`config.mk`:
```
export PLATFORM = sky130hd
export DESIGN_NAME = vec_timer_seq_flat
export DESIGN_NICKNAME = d
export VERILOG_FILES = /design/src/rtl/vec_timer_seq_pkg.sv /design/src/rtl/vec_timer_seq_if.sv /design/src/rtl/vec_timer_len_dec.sv /design/src/rtl/vec_timer_seq.sv /design/src/flat_wrapper.sv
export SDC_FILE = /design/constraint.sdc
export NUM_CORES = 1
export LEC_CHECK = 0
export CORE_UTILIZATION = 47
export CTS_CLUSTER_DIAMETER = 100
export DETAILED_ROUTE_END_ITERATION = 6
export GPL_ROUTABILITY_DRIVEN = 1
export PLACE_DENSITY = 0.76
export SLEW_MARGIN = 20
export SYNTH_ARGS = -nofsm -noshare
export SYNTH_HDL_FRONTEND = slang
export SYNTH_HIERARCHICAL = 1
export SYNTH_SLANG_ARGS = --single-unit
```
`constraint.sdc`:
```
create_clock -name clk -period 3.1 [get_ports clk]
set_input_delay 0.775 -clock clk [delete_from_list [all_inputs] [get_ports clk]]
set_output_delay 0.775 -clock clk [all_outputs]
set_load 0.03 [all_outputs]
```
`src/rtl/vec_timer_seq_pkg.sv`:
```
// Shared types, constants and helpers for the vector-duration timer.
package vec_timer_pkg;

   typedef enum logic {
      IDLE = 1'b0,
      RUN  = 1'b1
   } state_t;

   // timer_val code that selects alphanumeric (short-vector) mode
   localparam logic [3:0] ALNUM_CODE_DEF = 4'hF;

   // Opcode bits that must both be set for scale_load to update the scale
   localparam int unsigned SCALE_BIT_HI = 3;
   localparam int unsigned SCALE_BIT_LO = 1;

   // Adder width: wide enough that sel + scale never overflows
   function automatic int unsigned sum_width(input int unsigned scale_w);
      return ((scale_w > 4) ? scale_w : 4) + 1;
   endfunction

   // Saturate the exponent instead of letting it wrap
   function automatic int unsigned exp_clamp(input int unsigned sum, input int unsigned emax);
      return (sum > emax) ? emax : sum;
   endfunction

endpackage

```
`src/rtl/vec_timer_seq_if.sv`:
```
// Instruction, handshake and status bundle between sequencer and vector timer.
interface vec_timer_seq_if #(
   parameter int unsigned COUNT_W = 12,
   parameter int unsigned SCALE_W = 4
);
   logic [3:0]         timer_val;
   logic               dvx_msb;
   logic               dvy_msb;
   logic [SCALE_W-1:0] scale_in;
   logic               scale_load;
   logic               start;
   logic               hold;
   logic               abort;
   logic               busy;
   logic               beam_on;
   logic               done;
   logic               alphanum;
   logic [COUNT_W-1:0] remaining;

   modport master (
      output timer_val, dvx_msb, dvy_msb, scale_in, scale_load, start, hold, abort,
      input  busy, beam_on, done, alphanum, remaining
   );

   modport slave (
      input  timer_val, dvx_msb, dvy_msb, scale_in, scale_load, start, hold, abort,
      output busy, beam_on, done, alphanum, remaining
   );
endinterface

```
`src/rtl/vec_timer_len_dec.sv`:
```
// Combinational exponent decode: selector mux, scale adder and clamp.
module vec_timer_len_dec
   import vec_timer_pkg::*;
#(
   parameter int unsigned COUNT_W    = 12,
   parameter int unsigned SCALE_W    = 4,
   parameter logic [3:0]  ALNUM_CODE = ALNUM_CODE_DEF
) (
   input  logic [3:0]                      timer_val,
   input  logic                            dvx_msb,
   input  logic                            dvy_msb,
   input  logic [SCALE_W-1:0]              scale_reg,
   output logic                            alphanum,
   output logic [sum_width(SCALE_W)-1:0]   exp_e
);

   localparam int unsigned SUM_W = sum_width(SCALE_W);
   localparam int unsigned EMAX  = COUNT_W - 3;

   logic [3:0]       sel;
   logic [SUM_W-1:0] sum;

   // Short vectors derive their length code from the delta MSBs
   always_comb begin
      alphanum = (timer_val == ALNUM_CODE);
      sel      = alphanum ? {1'b0, dvx_msb, ~dvx_msb, dvy_msb} : timer_val;
      sum      = SUM_W'(sel) + SUM_W'(scale_reg);
      exp_e    = SUM_W'(exp_clamp(32'(sum), EMAX));
   end

endmodule

```
`src/rtl/vec_timer_seq.sv`:
```
// Vector-duration timer: start/busy/done handshake with hold and abort.
module vec_timer_seq
   import vec_timer_pkg::*;
#(
   parameter int unsigned COUNT_W    = 12,
   parameter int unsigned SCALE_W    = 4,
   parameter logic [3:0]  ALNUM_CODE = ALNUM_CODE_DEF
) (
   input  logic            clk,
   input  logic            reset_n,
   vec_timer_seq_if.slave  bus
);

   localparam int unsigned E_W = sum_width(SCALE_W);

   state_t             state_q, state_d;
   logic [COUNT_W-1:0] count_q, count_d;
   logic [E_W-1:0]     exp_q, exp_d;
   logic [SCALE_W-1:0] scale_q, scale_d;
   logic               done_q, done_d;
   logic [E_W-1:0]     exp_e;
   logic [COUNT_W-1:0] load_cnt;
   logic [COUNT_W-1:0] max_cnt;

   vec_timer_len_dec #(
      .COUNT_W    (COUNT_W),
      .SCALE_W    (SCALE_W),
      .ALNUM_CODE (ALNUM_CODE)
   ) u_len_dec (
      .timer_val (bus.timer_val),
      .dvx_msb   (bus.dvx_msb),
      .dvy_msb   (bus.dvy_msb),
      .scale_reg (scale_q),
      .alphanum  (bus.alphanum),
      .exp_e     (exp_e)
   );

   // Duration minus one for the new vector and for the vector in flight
   always_comb begin
      load_cnt = (COUNT_W'(1) << (exp_e + E_W'(1))) - COUNT_W'(1);
      max_cnt  = (COUNT_W'(1) << (exp_q + E_W'(1))) - COUNT_W'(1);
   end

   // State, counter, exponent, scale and done registers
   always_ff @(posedge clk or negedge reset_n) begin
      if (!reset_n) begin
         state_q <= IDLE;
         count_q <= '0;
         exp_q   <= '0;
         scale_q <= '0;
         done_q  <= 1'b0;
      end else begin
         state_q <= state_d;
         count_q <= count_d;
         exp_q   <= exp_d;
         scale_q <= scale_d;
         done_q  <= done_d;
      end
   end

   // The running count can never exceed the length latched at start
   always_ff @(posedge clk) begin
      if (reset_n && (state_q == RUN)) begin
         assert (count_q <= max_cnt);
      end
   end

   // Next-state logic: abort beats hold, hold beats completion
   always_comb begin
      state_d = state_q;
      count_d = count_q;
      exp_d   = exp_q;
      scale_d = scale_q;
      done_d  = 1'b0;

      if (bus.scale_load && bus.timer_val[SCALE_BIT_HI] && bus.timer_val[SCALE_BIT_LO]) begin
         scale_d = bus.scale_in;
      end

      case (state_q)
         IDLE: begin
            if (bus.start) begin
               exp_d   = exp_e;
               count_d = load_cnt;
               state_d = RUN;
            end
         end
         RUN: begin
            if (bus.abort) begin
               count_d = '0;
               state_d = IDLE;
            end else if (bus.hold) begin
               count_d = count_q;
            end else if (count_q == '0) begin
               state_d = IDLE;
               done_d  = 1'b1;
            end else begin
               count_d = count_q - COUNT_W'(1);
            end
         end
         default: begin
            state_d = IDLE;
            count_d = '0;
         end
      endcase
   end

   // Status outputs straight from registers
   always_comb begin
      bus.busy      = (state_q == RUN);
      bus.beam_on   = (state_q == RUN);
      bus.done      = done_q;
      bus.remaining = (state_q == RUN) ? count_q : '0;
   end

endmodule

```
`src/flat_wrapper.sv`:
```
// flat-port wrapper written by rule: the top's interface ports become plain ports
module vec_timer_seq_flat import vec_timer_pkg::*;
#(
   parameter int unsigned COUNT_W    = 12,
   parameter int unsigned SCALE_W    = 4,
   parameter logic [3:0]  ALNUM_CODE = ALNUM_CODE_DEF
)
  (clk, reset_n, bus_timer_val, bus_dvx_msb, bus_dvy_msb, bus_scale_in, bus_scale_load, bus_start, bus_hold, bus_abort, bus_busy, bus_beam_on, bus_done, bus_alphanum, bus_remaining);
  vec_timer_seq_if #(.COUNT_W(COUNT_W), .SCALE_W(SCALE_W)) bus_i ();
  input  logic clk;
  input  logic reset_n;
  input wire logic [$bits(bus_i.timer_val)-1:0] bus_timer_val;
  input wire logic [$bits(bus_i.dvx_msb)-1:0] bus_dvx_msb;
  input wire logic [$bits(bus_i.dvy_msb)-1:0] bus_dvy_msb;
  input wire logic [$bits(bus_i.scale_in)-1:0] bus_scale_in;
  input wire logic [$bits(bus_i.scale_load)-1:0] bus_scale_load;
  input wire logic [$bits(bus_i.start)-1:0] bus_start;
  input wire logic [$bits(bus_i.hold)-1:0] bus_hold;
  input wire logic [$bits(bus_i.abort)-1:0] bus_abort;
  output wire logic [$bits(bus_i.busy)-1:0] bus_busy;
  output wire logic [$bits(bus_i.beam_on)-1:0] bus_beam_on;
  output wire logic [$bits(bus_i.done)-1:0] bus_done;
  output wire logic [$bits(bus_i.alphanum)-1:0] bus_alphanum;
  output wire logic [$bits(bus_i.remaining)-1:0] bus_remaining;
  assign bus_i.timer_val = bus_timer_val;
  assign bus_i.dvx_msb = bus_dvx_msb;
  assign bus_i.dvy_msb = bus_dvy_msb;
  assign bus_i.scale_in = bus_scale_in;
  assign bus_i.scale_load = bus_scale_load;
  assign bus_i.start = bus_start;
  assign bus_i.hold = bus_hold;
  assign bus_i.abort = bus_abort;
  assign bus_busy = bus_i.busy;
  assign bus_beam_on = bus_i.beam_on;
  assign bus_done = bus_i.done;
  assign bus_alphanum = bus_i.alphanum;
  assign bus_remaining = bus_i.remaining;
  vec_timer_seq #(.COUNT_W(COUNT_W), .SCALE_W(SCALE_W), .ALNUM_CODE(ALNUM_CODE)) u_core (.clk(clk), .reset_n(reset_n), .bus(bus_i));
endmodule
```
==> After elaboration in Yosys (flattened, before gate mapping) <==
Index checks and enable logic that the tools add are counted.
{ "word_totals": {"register_bits": 18, "wordCells": 37, "inputBits": 16, "output_inout_bits": 16} }
{ "classes": {"reduce_logical": 4, "n_eq_ne": 4, "muxes": 17, "shift": 1, "n_lt_le_gt_ge": 1, "n_bitwise": 2, "addsub": 4} }
{ "ops": {"columns": ["op", "count"], "rows": [
  ["two-way mux 12 bit", 5],
  ["case mux 12 bit (2 select lines)", 1],
  ["zero test 12 bit", 1],
  ["left shift 1 x 5 -> 12 bit (first input constant)", 1],
  ["subtractor 12 x 1 -> 12 bit (second input constant)", 1],
  ["subtractor 12 x 2 -> 12 bit (second input constant)", 1],
  ["two-way mux 1 bit", 8],
  ["!= test 3 bit (second input constant)", 2],
  ["adder 4 x 4 -> 5 bit", 1],
  ["adder 5 x 1 -> 5 bit (second input constant)", 1],
  ["greater-than comparator 5 x 4 -> 1 bit (second input constant)", 1],
  ["two-way mux 5 bit", 1],
  ["equality test 4 bit (second input constant)", 1],
  ["two-way mux 4 bit", 1],
  ["AND reduction 3 bit", 1],
  ["logical AND 1 bit", 2],
  ["!= test 2 bit (second input constant)", 1],
  ["inverter 1 bit", 2],
  ["case mux 1 bit (2 select lines)", 1]
]} }

==> Depth between registers and ports, before layout <==
Gate-level depths: netlist of run 1.
{ "logic_depth": {"word_depth": 10, "ltp_mapped": 16, "depth_no_buf": 15} }

==> Modules after synthesis <==
Netlist of run 1, hierarchy kept.
{ "by_module_without_submodules": {"columns": ["mod", "area_each_um2", "n_inst", "cells_each", "seq_area_each_um2"], "rows": [
  ["vec_timer_seq", 1362.6, 1, 160, 450.4],
  ["vec_timer_len_dec", 286.5, 1, 35, 0.0]
]} }

==> Least setup slack after synthesis of run 1 <==
OpenSTA, ideal clock, no wires.
{ "synth_timing": {"path_kind": "input-to-reg", "startpoint": "input port bus_timer_val[2]", "endpoint": "register u_core.count_q[10]", "path_buffers": 1, "required_time_ns": 3.018, "arrival_ns": 4.020, "path_slack_ns": -1.003, "cell_stages": 16, "setup_ns": 0.082, "path_cell_list": "nand4_1 > inv_1 > a21boi_0 > fa_1 > and2_2 > a211o_1 > a21o_2 > buf_2 > nor3_1 > nand2_1 > ha_1 > nand2b_1 > o41ai_1 > a21oi_1 > a2bb2oi_1 > o22ai_1"} }
{ "synth_via": {"elab_chain_len": 10} }
{ "synth_rtl": {"columns": ["item", "line", "text"], "rows": [
  ["start, declared", "flat_wrapper.sv:12", "input wire logic [$bits(bus_i.timer_val)-1:0] bus_timer_val;"],
  ["equality test 4 bit (*)", "vec_timer_len_dec.sv:25", "alphanum = (timer_val == ALNUM_CODE);"],
  ["net bus_alphanum", "flat_wrapper.sv:23", "output wire logic [$bits(bus_i.alphanum)-1:0] bus_alphanum;"],
  ["two-way mux 4 bit (*)", "vec_timer_len_dec.sv:26", "sel = alphanum ? {1'b0, dvx_msb, ~dvx_msb, dvy_msb} : timer_val;"],
  ["adder 4 x 4 -> 5 bit (*)", "vec_timer_len_dec.sv:27", "sum = SUM_W'(sel) + SUM_W'(scale_reg);"],
  ["greater-than comparator 5 x 4 -> 1 bit", "vec_timer_seq_pkg.sv:23", "return (sum > emax) ? emax : sum;"],
  ["two-way mux 5 bit (*)", "vec_timer_seq_pkg.sv:23", null],
  ["net u_core.exp_e[3]", "vec_timer_seq.sv:21", "logic [E_W-1:0] exp_e;"],
  ["adder 5 x 1 -> 5 bit (*)", "vec_timer_seq.sv:40", "load_cnt = (COUNT_W'(1) << (exp_e + E_W'(1))) - COUNT_W'(1);"],
  ["left shift 1 x 5 -> 12 bit (*)", "vec_timer_seq.sv:40", null],
  ["subtractor 12 x 2 -> 12 bit (*)", "vec_timer_seq.sv:40", null],
  ["two-way mux 12 bit (*)", "vec_timer_seq.sv:82", "if (bus.start) begin"],
  ["case mux 12 bit (2 select lines) (*)", "vec_timer_seq.sv:80", "case (state_q)"],
  ["end signal, assigned", "vec_timer_seq.sv:54", "count_q <= count_d;"],
  ["end, declared", "vec_timer_seq.sv:17", "logic [COUNT_W-1:0] count_q, count_d;"]
]} }
Mark *: on every way through the listed nets, which the timed path passes. The rest lies on a longest branch. The select of a mux whose other input is x is not followed.
A chain may end at the register's enable or synchronous reset.

==> Worst setup path after layout of run 1 <==
{ "layout_timing": {"startpoint": "input port bus_timer_val[2]", "endpoint": "register u_core.count_q[10]"} }
{ "layout_via": {"elab_chain_len": 10} }
{ "layout_rtl": {"columns": ["item", "line"], "rows": [
  ["equality test 4 bit", "vec_timer_len_dec.sv:25"],
  ["two-way mux 4 bit (*)", "vec_timer_len_dec.sv:26"],
  ["adder 4 x 4 -> 5 bit (*)", "vec_timer_len_dec.sv:27"],
  ["greater-than comparator 5 x 4 -> 1 bit", "vec_timer_seq_pkg.sv:23"],
  ["two-way mux 5 bit (*)", "vec_timer_seq_pkg.sv:23"],
  ["net u_core.exp_e[0]", "vec_timer_seq.sv:21"],
  ["adder 5 x 1 -> 5 bit (*)", "vec_timer_seq.sv:40"],
  ["left shift 1 x 5 -> 12 bit (*)", "vec_timer_seq.sv:40"],
  ["subtractor 12 x 2 -> 12 bit (*)", "vec_timer_seq.sv:40"],
  ["two-way mux 12 bit (*)", "vec_timer_seq.sv:82"],
  ["case mux 12 bit (2 select lines) (*)", "vec_timer_seq.sv:80"]
]} }
Marked as above.

==> results.py, run 1 <==
metrics = {
    "pwr": {
        "p_int_w": 0.000813,
        "switching_share_pct": 45.0,
        "combPwrFrac_pct": 64.9,
        "irDropWorstVdd_mv": 0.365,
        "power.clock.fraction_pct": 8.2,
        "p_per_area_mw_per_mm2": 598,
        "power_frac_seq_pct": 26.9,
        "power_switching_w": 0.000665,
        "power_leakage_nw": 0.992,
    },
    "timing": {
        "slew_violations": 0,
        "fin_crit_ps": 3420,
        "fin_skew_ps": 16.7,
        "setup_violations": 8,
        "whs_ps": 538,
        "maxSlewHeadroom_pct": 44.5,
        "grt_setup_unrepaired": "true",
        "max_slew.worst_pin.slew_ps": 829,
        "hold_viol": 0,
        "period_share_pct": 110,
        "timing.fmax_ghz": 0.292,
        "setup_ws_ps": -325,
    },
    "synth": {
        "yosysWarnings": 6,
        "avgSynthCellArea_um2": 8.46,
        "yosys-top-cells-area": "dfrtp_1 27%, ha_1 5.3%, and2_1 4.9%",
        "synth_commonest_cells": "18 x dfrtp_1, 13 x and2_1, 11 x nand2_1, 11 x o21ai_0",
        "synth_area_mm2": 0.00165,
        "synth_top_cell_by_area": "dfrtp_1",
        "yosysTopAreaCellShare_pct": 27.3,
        "synth_edf_count": 0,
        "synthFlopType": "dfrtp_1",
        "ys_ff_latch": 18,
        "yosysMostFrequentCell": "dfrtp_1",
        "syn_nets": 219,
        "async_reset_ff_share_pct": 100,
        "synth.distinct_cells": 58,
        "seq_area_frac_synth_pct": 27.3,
        "syn_inst": 195,
    },
    "global_routing": {
        "overflow": 0,
        "first_global_vias": 1577,
        "grt_max_degree": 26,
        "grt_first_pass_wirelength_mm": 7.22,
        "antenna_found_initial": 0,
        "track_usage_pct": 26.0,
    },
    "floorplan": {
        "die_area_mm2": 0.00375,
        "io_pins": 32,
        "rows": 21,
        "core_area_mm2": 0.00334,
        "start_util_pct": 49.4,
        "die_h_um": 61.2,
        "fp.dieW_um": 61.2,
    },
    "routing": {
        "via_per_inst": 5.91,
        "drc": 0,
        "drt-total-wl_mm": 4.77,
        "avgRoutedWirePerCell_um": 16.0,
        "firstDrtPassIters": 4,
        "first_iter_violations": 148,
        "vias": 1760,
        "antenna_left": 0,
    },
    "setup_path": {
        "rr_startpoint": "u_core/scale_q[0]",
        "start_kind": "input pin",
        "crit_arrival_ps": 3660,
        "end_kind": "flop",
        "worst-path-max-fanout": 5,
        "reg2reg_to": "u_core/count_q[10]",
        "critPathKind": "input pin to flop",
        "cp_data_required_time_ps": 3340,
        "ff2ff_path_depth": 13,
        "reg2reg_slack_ps": 80,
    },
    "clocking": {
        "holdBufCountCts": 0,
        "clk_pin_slew_worst_paths_ps": 110,
        "ctsRootBufferMaster": "clkbuf_4",
        "cts_tree": "built",
        "numCtsBuffers": 3,
        "cts_max_level": 1,
        "worstSkewPairLatency_ps": 310,
        "clk_path_buf_depth": 2,
        "cts.sinks": 18,
    },
    "place": {
        "hpwl_mm": 3.47,
        "dp_slack_ps": -1140,
        "gp_congestion": 0.912,
        "io_buffers": 31,
    },
    "layout": {
        "fin_util_pct": 74.1,
        "fillers": 245,
        "fin_nets": 278,
        "drive_above_1_share_pct": 36.5,
        "regArea_um2": 450,
        "antennaDiodeCount": 0,
        "area_growth_pct": 50.0,
        "multiInputGateArea_mm2": 0.00134,
    },
    "flow_run": {
        "drv_cap": 0,
    },
    "min_path": {
        "min_path_type": "flop to flop",
        "min-delay-start": "u_core/scale_q[3]",
        "hold_path_depth": 1,
        "worst_hold_path.endpoint": "u_core/scale_q[3]",
    },
    "status": {
        "violations": "setup timing",
        "status": "finished with violations",
    },
}
==> power by group through the flow <==
stage	combinational (W)	clock (W)	sequential (W)
final	0.000960	0.000121	0.000398
after floorplan	0.000576	0	0.000361
after global routing	0.00102	0.000127	0.000411
after global placement	0.000787	0	0.000395
after CTS	0.000855	0.000120	0.000393
after detailed placement	0.000805	0	0.000398
==> how the worst max path moves through the flow <==
| stage | startpoint | end | cells after the start |
|---|---|---|---|
| 6_report | bus_timer_val[2] | u_core/count_q[10] | 17 |
| 3_3_place_gp | bus_timer_val[0] | u_core/count_q[10] | 16 |
| 3_5_place_dp | bus_timer_val[3] | u_core/count_q[10] | 16 |
| 5_1_grt | bus_timer_val[2] | u_core/count_q[10] | 17 |
| 2_1_floorplan | bus_timer_val[0] | u_core/count_q[10] | 16 |
| 4_1_cts | bus_timer_val[2] | u_core/count_q[10] | 17 |
==> stage by stage <==
step	TNS [ps]	power, W	cell area (µm²)	std cells
floorplan	-2860	0.000937	1760	195
global placement	-8920	0.00118	2220	285
detailed placement	-10020	0.00120	2220	285
CTS	-1460	0.00137	2330	294
global route	-2590	0.00156	2470	298
finish	-1320	0.00148	2470	298
==> cell families (layout without fill, tap and decap cells) <==
family	Yosys count	after routing	synth area share, %
AOI/OAI and AO/OA	61	61	26.9
xor gates and xnor gates	2	2	1.06
adders and majority gates	8	8	6.52
buffers and inverters	18	75	5.92
DFF	18	18	27.3
muxes	4	4	2.73
other	1	1	0.227
and+or+nand+nor	83	83	29.3
==> area by class of cell <==
class,instances,area share (%)
sequential,18,18.2
timing repair buffer,66,23.4
multi-input combinational,159,54.1
clock buffer,3,0.910
inverter,6,1.01
tap,46,2.33
==> placed cells by master (no fill, tap or decap), types with 4 or more instances in the layout <==
cell type,count
mux2_2,4
o22ai_1,4
nor2_1,7
nor3_1,4
o21ai_0,10
buf_6,4
a21oi_1,6
dfrtp_1,18
and2_1,13
nand3_1,6
buf_4,34
inv_1,4
ha_1,4
nor4_1,6
a31oi_1,4
nand2b_1,6
nand2_1,9
clkdlybuf4s50_1,24
==> registers in the layout (all words and copies together) (netlist names) <==
| name | cells |
|---|---|
| u_core/bus.done | 1 |
| u_core/scale_q | 4 |
| u_core/count_q | 12 |
| u_core/bus.beam_on | 1 |
==> routing by layer <==
layer	share of wire, %	vias up	global-route usage (%)
met3	5.0	4	1.68
met5	0	-	0
met2	52	62	47.0
met4	0.90	0	7.47
li1	-	849	-
met1	42	845	33.2
==> repair_timing <==
| action | 4_1_cts | 5_1_grt |
|---|---|---|
| endpoints found under the setup margin | 11 | 11 |
| buffers inserted | 6 | 5 |
| cloned | 0 | 0 |
| resized for setup | 34 | 21 |
| pin swaps | 16 | 8 |
==> critical path, stage by stage <==
cell       delay [ps]
buf_6              90
nand4_1           100
buf_4             140
inv_4              40
a21boi_4          150
fa_2              470
or3_4             440
nor3b_4           250
nor4_4             50
nor2_1            150
nand2_2            80
ha_4              190
nand2b_4          150
o41ai_2           200
a21oi_1           110
a2bb2oi_1         130
o22ai_1           140
Note: power is estimated with default switching activity, not from simulation.
==> inputs of run 2 (changes only) <==
--- a/config.mk
+++ b/config.mk
@@ -5,11 +5,11 @@
 export SDC_FILE = /design/constraint.sdc
 export NUM_CORES = 1
 export LEC_CHECK = 0
-export CORE_UTILIZATION = 47
+export CORE_UTILIZATION = 56
 export CTS_CLUSTER_DIAMETER = 100
 export DETAILED_ROUTE_END_ITERATION = 6
 export GPL_ROUTABILITY_DRIVEN = 1
-export PLACE_DENSITY = 0.76
+export PLACE_DENSITY = 0.85
 export SLEW_MARGIN = 20
 export SYNTH_ARGS = -nofsm -noshare
 export SYNTH_HDL_FRONTEND = slang
==> constraint.sdc (replaced) <==
create_clock -name clk -period 4.4 [get_ports clk]
set_input_delay 1.1 -clock clk [delete_from_list [all_inputs] [get_ports clk]]
set_output_delay 1.1 -clock clk [all_outputs]
set_load 0.03 [all_outputs]
==> run 2 against run 1 <==
  * The flow still finishes with violations (setup timing)
  * Register-to-register slack improved by 1200 ps
  * Hold slack improved by 14 ps
  * Global-route usage rose by 3.4 points
  * Power fell by 37%
  * Largest cell class unchanged
==> results.py, run 2 (synthesized netlist as in run 1, its figures left out) <==
metrics = {
    "status": {
        "status": "finished with violations",
        "violations": "setup timing",
    },
    "setup_path": {
        "reg2reg_slack_ps": 1260,
        "start_kind": "input pin",
        "worst-path-max-fanout": 5,
        "critPathKind": "input pin to flop",
        "end_kind": "flop",
        "cp_data_required_time_ps": 4630,
        "crit_arrival_ps": 4660,
    },
    "routing": {
        "vias": 1755,
        "drc": 0,
        "avgRoutedWirePerCell_um": 17.6,
        "antenna_left": 0,
        "drt-total-wl_mm": 4.70,
        "via_per_inst": 6.57,
        "first_iter_violations": 119,
        "firstDrtPassIters": 5,
    },
    "clocking": {
        "worstSkewPairLatency_ps": 300,
        "numCtsBuffers": 3,
        "clk_path_buf_depth": 2,
        "clk_pin_slew_worst_paths_ps": 110,
        "cts_max_level": 1,
        "cts_tree": "built",
        "cts.sinks": 18,
        "ctsRootBufferMaster": "clkbuf_4",
    },
    "timing": {
        "period_share_pct": 101,
        "tns_ps": -29.8,
        "setup_violations": 1,
        "max_slew.worst_pin.slew_ps": 822,
        "fin_crit_ps": 4430,
        "timing.fmax_ghz": 0.226,
        "whs_ps": 552,
        "fin_skew_ps": 4.36,
        "maxSlewHeadroom_pct": 45.2,
        "hold_viol": 0,
        "slew_violations": 0,
        "setup_ws_ps": -29.8,
    },
    "layout": {
        "area_growth_pct": 31.4,
        "fin_nets": 261,
        "reg_top3": "u_core/count_q: 12 flops, u_core/scale_q: 4 flops",
        "layout_common_cells": "31 x clkdlybuf4s50_1, 18 x buf_4, 18 x dfrtp_1",
        "finish.instance_area_mm2": 0.00217,
        "stdcell_count": 267,
        "drive_above_1_share_pct": 21.6,
        "top_register": "u_core/count_q",
        "antennaDiodeCount": 0,
        "mostFrequentLayoutCell": "clkdlybuf4s50_1",
        "largest_register_ffs": 12,
    },
    "place": {
        "gp_congestion": 0.921,
        "dpl.cell_count": 261,
        "place_area_mm2": 0.00205,
        "dp_slack_ps": -349,
        "hpwl_mm": 3.36,
        "io_buffers": 31,
    },
    "global_routing": {
        "grt_first_pass_wirelength_mm": 7.27,
        "grt_max_degree": 32,
        "first_global_vias": 1583,
        "track_usage_pct": 29.5,
        "overflow": 0,
        "antenna_found_initial": 0,
    },
    "floorplan": {
        "core_area_mm2": 0.00278,
        "rows": 19,
        "fp.dieW_um": 56.3,
        "die_h_um": 56.3,
        "die_area_mm2": 0.00317,
        "io_pins": 32,
        "start_util_pct": 59.3,
    },
    "pwr": {
        "p_per_area_mw_per_mm2": 429,
        "irDropWorstVdd_mv": 0.422,
        "power_leakage_nw": 0.862,
    },
    "min_path": {
        "min_path_type": "flop to flop",
    },
    "flow_run": {
        "drv_cap": 0,
    },
}
[run 2: layer usage]
metal / wire [µm] / GRT usage [%]
met1: 1910 / 38.2
met2: 2260 / 48.0
met3: 357 / 6.22
met4: 171 / 11.8
met5: 0 / 0
[run 2: critical path: stages]
cell,delay [ps]
clkdlybuf4s50_1,490
nand4_1,180
o21a_1,230
ha_2,190
fa_1,520
or3_4,420
nor3b_2,230
nor4_2,70
nor2_1,100
nand2_1,70
ha_2,210
nand2b_1,190
o41ai_2,260
a21oi_1,120
a2bb2oi_1,140
o22ai_1,150
[run 2: worst paths after layout]
check                                   from  cells after the start                  to
max                         bus_timer_val[2]                     16  u_core/count_q[10]
max reg2reg                u_core/scale_q[0]                     13  u_core/count_q[10]
min                        u_core/scale_q[0]                      1   u_core/scale_q[0]
max in group asynchronous            reset_n                      1   u_core/scale_q[1]
min reg2reg                u_core/scale_q[0]                      1   u_core/scale_q[0]
min in group asynchronous            reset_n                      1  u_core/count_q[11]
[run 2: cell type report]
type                       count  area [µm²]
multi-input combinational    159        1170
fill                         199         614
sequential                    18         450
timing repair buffer          49         445
tap                           31        38.8
clock buffer                   4        36.3
inverter                       6        22.5
[run 2: power breakdown]
group	switching, W	leakage [nW]	internal, W
clock	0.0000535	0.0210	0.0000504
combinational	0.000291	0.625	0.000253
sequential	0.0000710	0.216	0.000211
[run 2: what timing repair did]
item / CTS / global route
gates cloned: 0 / 0
setup endpoints to repair: 1 / 4
resized for setup: 2 / 11
buffers inserted: 1 / 1
hold buffers: 0 / 0
pin swaps: 1 / 6
[run 2: metrics by stage]
step	total power, W	util, %
final	0.000930	77.9
after detailed placement	0.000789	73.6
after floorplan	0.000616	-
after global placement	0.000771	73.6
after CTS	0.000897	75.4
after global routing	0.000990	77.9
==> inputs of run 3 (changes only) <==
--- a/config.mk
+++ b/config.mk
@@ -10,7 +10,6 @@
 export DETAILED_ROUTE_END_ITERATION = 6
 export GPL_ROUTABILITY_DRIVEN = 1
 export PLACE_DENSITY = 0.85
-export SLEW_MARGIN = 20
 export SYNTH_ARGS = -nofsm -noshare
 export SYNTH_HDL_FRONTEND = slang
 export SYNTH_HIERARCHICAL = 1
==> results of run 3 <==
Same layout as run 2: the final DEF is identical, and so are final timing and power.
==> variant: new RTL, flow settings as in run 2 <==
`COUNT_W` is set to 12 in 4 places; all go to 10.
--- a/src/rtl/vec_timer_seq_if.sv
+++ b/src/rtl/vec_timer_seq_if.sv
@@ -1,6 +1,6 @@
 // Instruction, handshake and status bundle between sequencer and vector timer.
 interface vec_timer_seq_if #(
-   parameter int unsigned COUNT_W = 12,
+   parameter int unsigned COUNT_W = 10,
    parameter int unsigned SCALE_W = 4
 );
    logic [3:0]         timer_val;
--- a/src/rtl/vec_timer_len_dec.sv
+++ b/src/rtl/vec_timer_len_dec.sv
@@ -2,7 +2,7 @@
 module vec_timer_len_dec
    import vec_timer_pkg::*;
 #(
-   parameter int unsigned COUNT_W    = 12,
+   parameter int unsigned COUNT_W    = 10,
    parameter int unsigned SCALE_W    = 4,
    parameter logic [3:0]  ALNUM_CODE = ALNUM_CODE_DEF
 ) (
--- a/src/rtl/vec_timer_seq.sv
+++ b/src/rtl/vec_timer_seq.sv
@@ -2,7 +2,7 @@
 module vec_timer_seq
    import vec_timer_pkg::*;
 #(
-   parameter int unsigned COUNT_W    = 12,
+   parameter int unsigned COUNT_W    = 10,
    parameter int unsigned SCALE_W    = 4,
    parameter logic [3:0]  ALNUM_CODE = ALNUM_CODE_DEF
 ) (
--- a/src/flat_wrapper.sv
+++ b/src/flat_wrapper.sv
@@ -1,7 +1,7 @@
 // flat-port wrapper written by rule: the top's interface ports become plain ports
 module vec_timer_seq_flat import vec_timer_pkg::*;
 #(
-   parameter int unsigned COUNT_W    = 12,
+   parameter int unsigned COUNT_W    = 10,
    parameter int unsigned SCALE_W    = 4,
    parameter logic [3:0]  ALNUM_CODE = ALNUM_CODE_DEF
 )
Ports: changed (resized bus_remaining); port bits go from 32 to 30. No check against the original RTL was run, so the function may have changed too.
==> variant against run 2 <==
  * Setup slack improved by 320 ps
  * Wire length decreased by 7.7%
  * Synthesized cell count decreased by 15%
  * Design area decreased by 11%
  * Largest power group unchanged
  * Synthesized area decreased by 13%
  * Critical path depth decreased by 2
  * Power decreased by 16%
  * Global-route usage increased by 3.4 points
  * Sequential cell count decreased by 2
==> variant: results (changes against run 2) <==
| Metric | Value |
|---|---|
| Run status | finished clean |
| Dpl hpwl | 3.01 mm (-11%) |
| Largest net degree at the start of global routing | 19 (-41%) |
| Sequential-to-total area share from yosys stat | 0.280 (+0.00658) |
| Biggest cell delay along the critical path | 460 ps (-60 ps) |
| Share of layout cells above drive strength 1 | 0.237 (+0.0206) |
| Length of the first detailed-routing pass in iterations | 6 (+1) |
| Cell types with the largest area share after synthesis | sky130_fd_sc_hd__dfrtp_1 (28%), sky130_fd_sc_hd__ha_1 (6.1%), sky130_fd_sc_hd__and2_1 (4.4%), sky130_fd_sc_hd__nand3_1 (4.2%), sky130_fd_sc_hd__buf_4 (3.1%) |
| Worst reg2reg startpoint | u_core/scale_q[3] |
| Cell family with the largest share of critical-path delay | simple AND/OR/NAND/NOR gates |
| Violation count after the first detailed-route iteration | 76 (-36%) |
| Detail-routed via count per cell | 6.44 (-2.0%) |
| Pre-CTS setup slack | -481 ps (-132 ps) |
| Clock latency on the worst-skew pair | 300 ps (about the same) |
| Worst ir drop on vdd | 0.338 mV (-20%) |
| Max Fclk | 244 MHz (+7.9%) |
| Signal arrival time at the worst endpoint | 4300 ps (-360 ps) |
| Final worst clock skew | 6.85 ps (+2.48 ps) |
| Mean cell area of the mapped netlist | 8.67 um2 (+2.6%) |
| Placer congestion estimate | 0.931 (+1.2%) |
| Avg WL per Cell | 18.5 um (+4.9%) |
| Number of distinct library cells after synthesis | 53 (-8.6%) |
| Number of cell instances on the worst register-to-register path | 11 (-2) |
| Via count of the first global-routing pass | 1397 (-12%) |
| Max-slew violation count | 0 (unchanged) |
| Most common library cells after synthesis | sky130_fd_sc_hd__dfrtp_1 (16), sky130_fd_sc_hd__nand3_1 (12), sky130_fd_sc_hd__and2_1 (10), sky130_fd_sc_hd__nor2_1 (10), sky130_fd_sc_hd__nand2_1 (9) |
| Slew Limit Headroom | 0.507 (+0.0550) |
| Buffers on Ports | 29 (-6.5%) |
| Crit path max-delay cell type | sky130_fd_sc_hd__clkdlybuf4s50_1 |
| Number of nets with antenna violations after routing | 0 (unchanged) |
| Overall global routing resource usage | 0.328 (+0.0337) |
| Share of flip-flops with an asynchronous set or reset after synthesis | 1.00 (unchanged) |
| Area of placed instances | 1800 um2 (-12%) |
| Number of H-tree levels | 1 (unchanged) |
| First-pass GRT wire length | 6.50 mm (-11%) |
| Dpl cells | 227 (-13%) |
| Leakage Power | 0.826 nW (-4.2%) |
| Total vias in the final route | 1513 (-14%) |
| Leading registers by flop count | u_core/count_q (10), u_core/scale_q (4) |
## variant: worst min path at each step
stage | from | endpoint | slack, ps | cells past startpoint
finish | u_core/scale_q[3] | u_core/scale_q[3] | 550 | 1
global route | u_core/scale_q[3] | u_core/scale_q[3] | 560 | 1
CTS | u_core/scale_q[3] | u_core/scale_q[3] | 540 | 1
detailed placement | u_core/scale_q[3] | u_core/scale_q[3] | 510 | 1
global placement | u_core/scale_q[3] | u_core/scale_q[3] | 510 | 1
floorplan | u_core/scale_q[0] | u_core/scale_q[0] | 490 | 1
## variant: what timing repair did
item                       in CTS  in global routing
setup endpoints to repair       3                  4
setup buffers                   0                  4
gates resized for setup         5                  9
cloned                          0                  0
pin swaps                       1                  9
## variant: layout make-up
class / count / area [um2]
Fill cell: 134 / 387
Inverter: 7 / 26.3
Tap cell: 28 / 35.0
Clock buffer: 4 / 36.3
Timing Repair Buffer: 46 / 428
Multi-Input combinational cell: 134 / 1010
Sequential cell: 16 / 400
## variant: logic make-up (layout without fill, tap and decap cells)
group / Yosys count / count (layout) / synth area share
compound gates: 44 / 44 / 0.223
xor+xnor: 1 / 1 / 0.00612
buf+inv: 16 / 57 / 0.0594
fa+ha+maj: 8 / 8 / 0.0752
simple gates: 75 / 75 / 0.323
other cells: 1 / 2 / 0.00262
mux: 4 / 4 / 0.0315
flops: 16 / 16 / 0.280
## variant: layer usage
layer	vias up	GRT usage	wire, um	share of wire
met2	97	0.513	2030	0.47
met4	0	0.175	136	0.031
met5	-	0	0	0
met3	21	0.0406	417	0.096
met1	702	0.437	1750	0.40
li1	693	-	-	-
## variant: where the power goes
group | switching [mW] | internal, mW
Combinational | 0.231 | 0.196
Clock | 0.0532 | 0.0505
Sequential | 0.0692 | 0.186
Total | 0.353 | 0.433
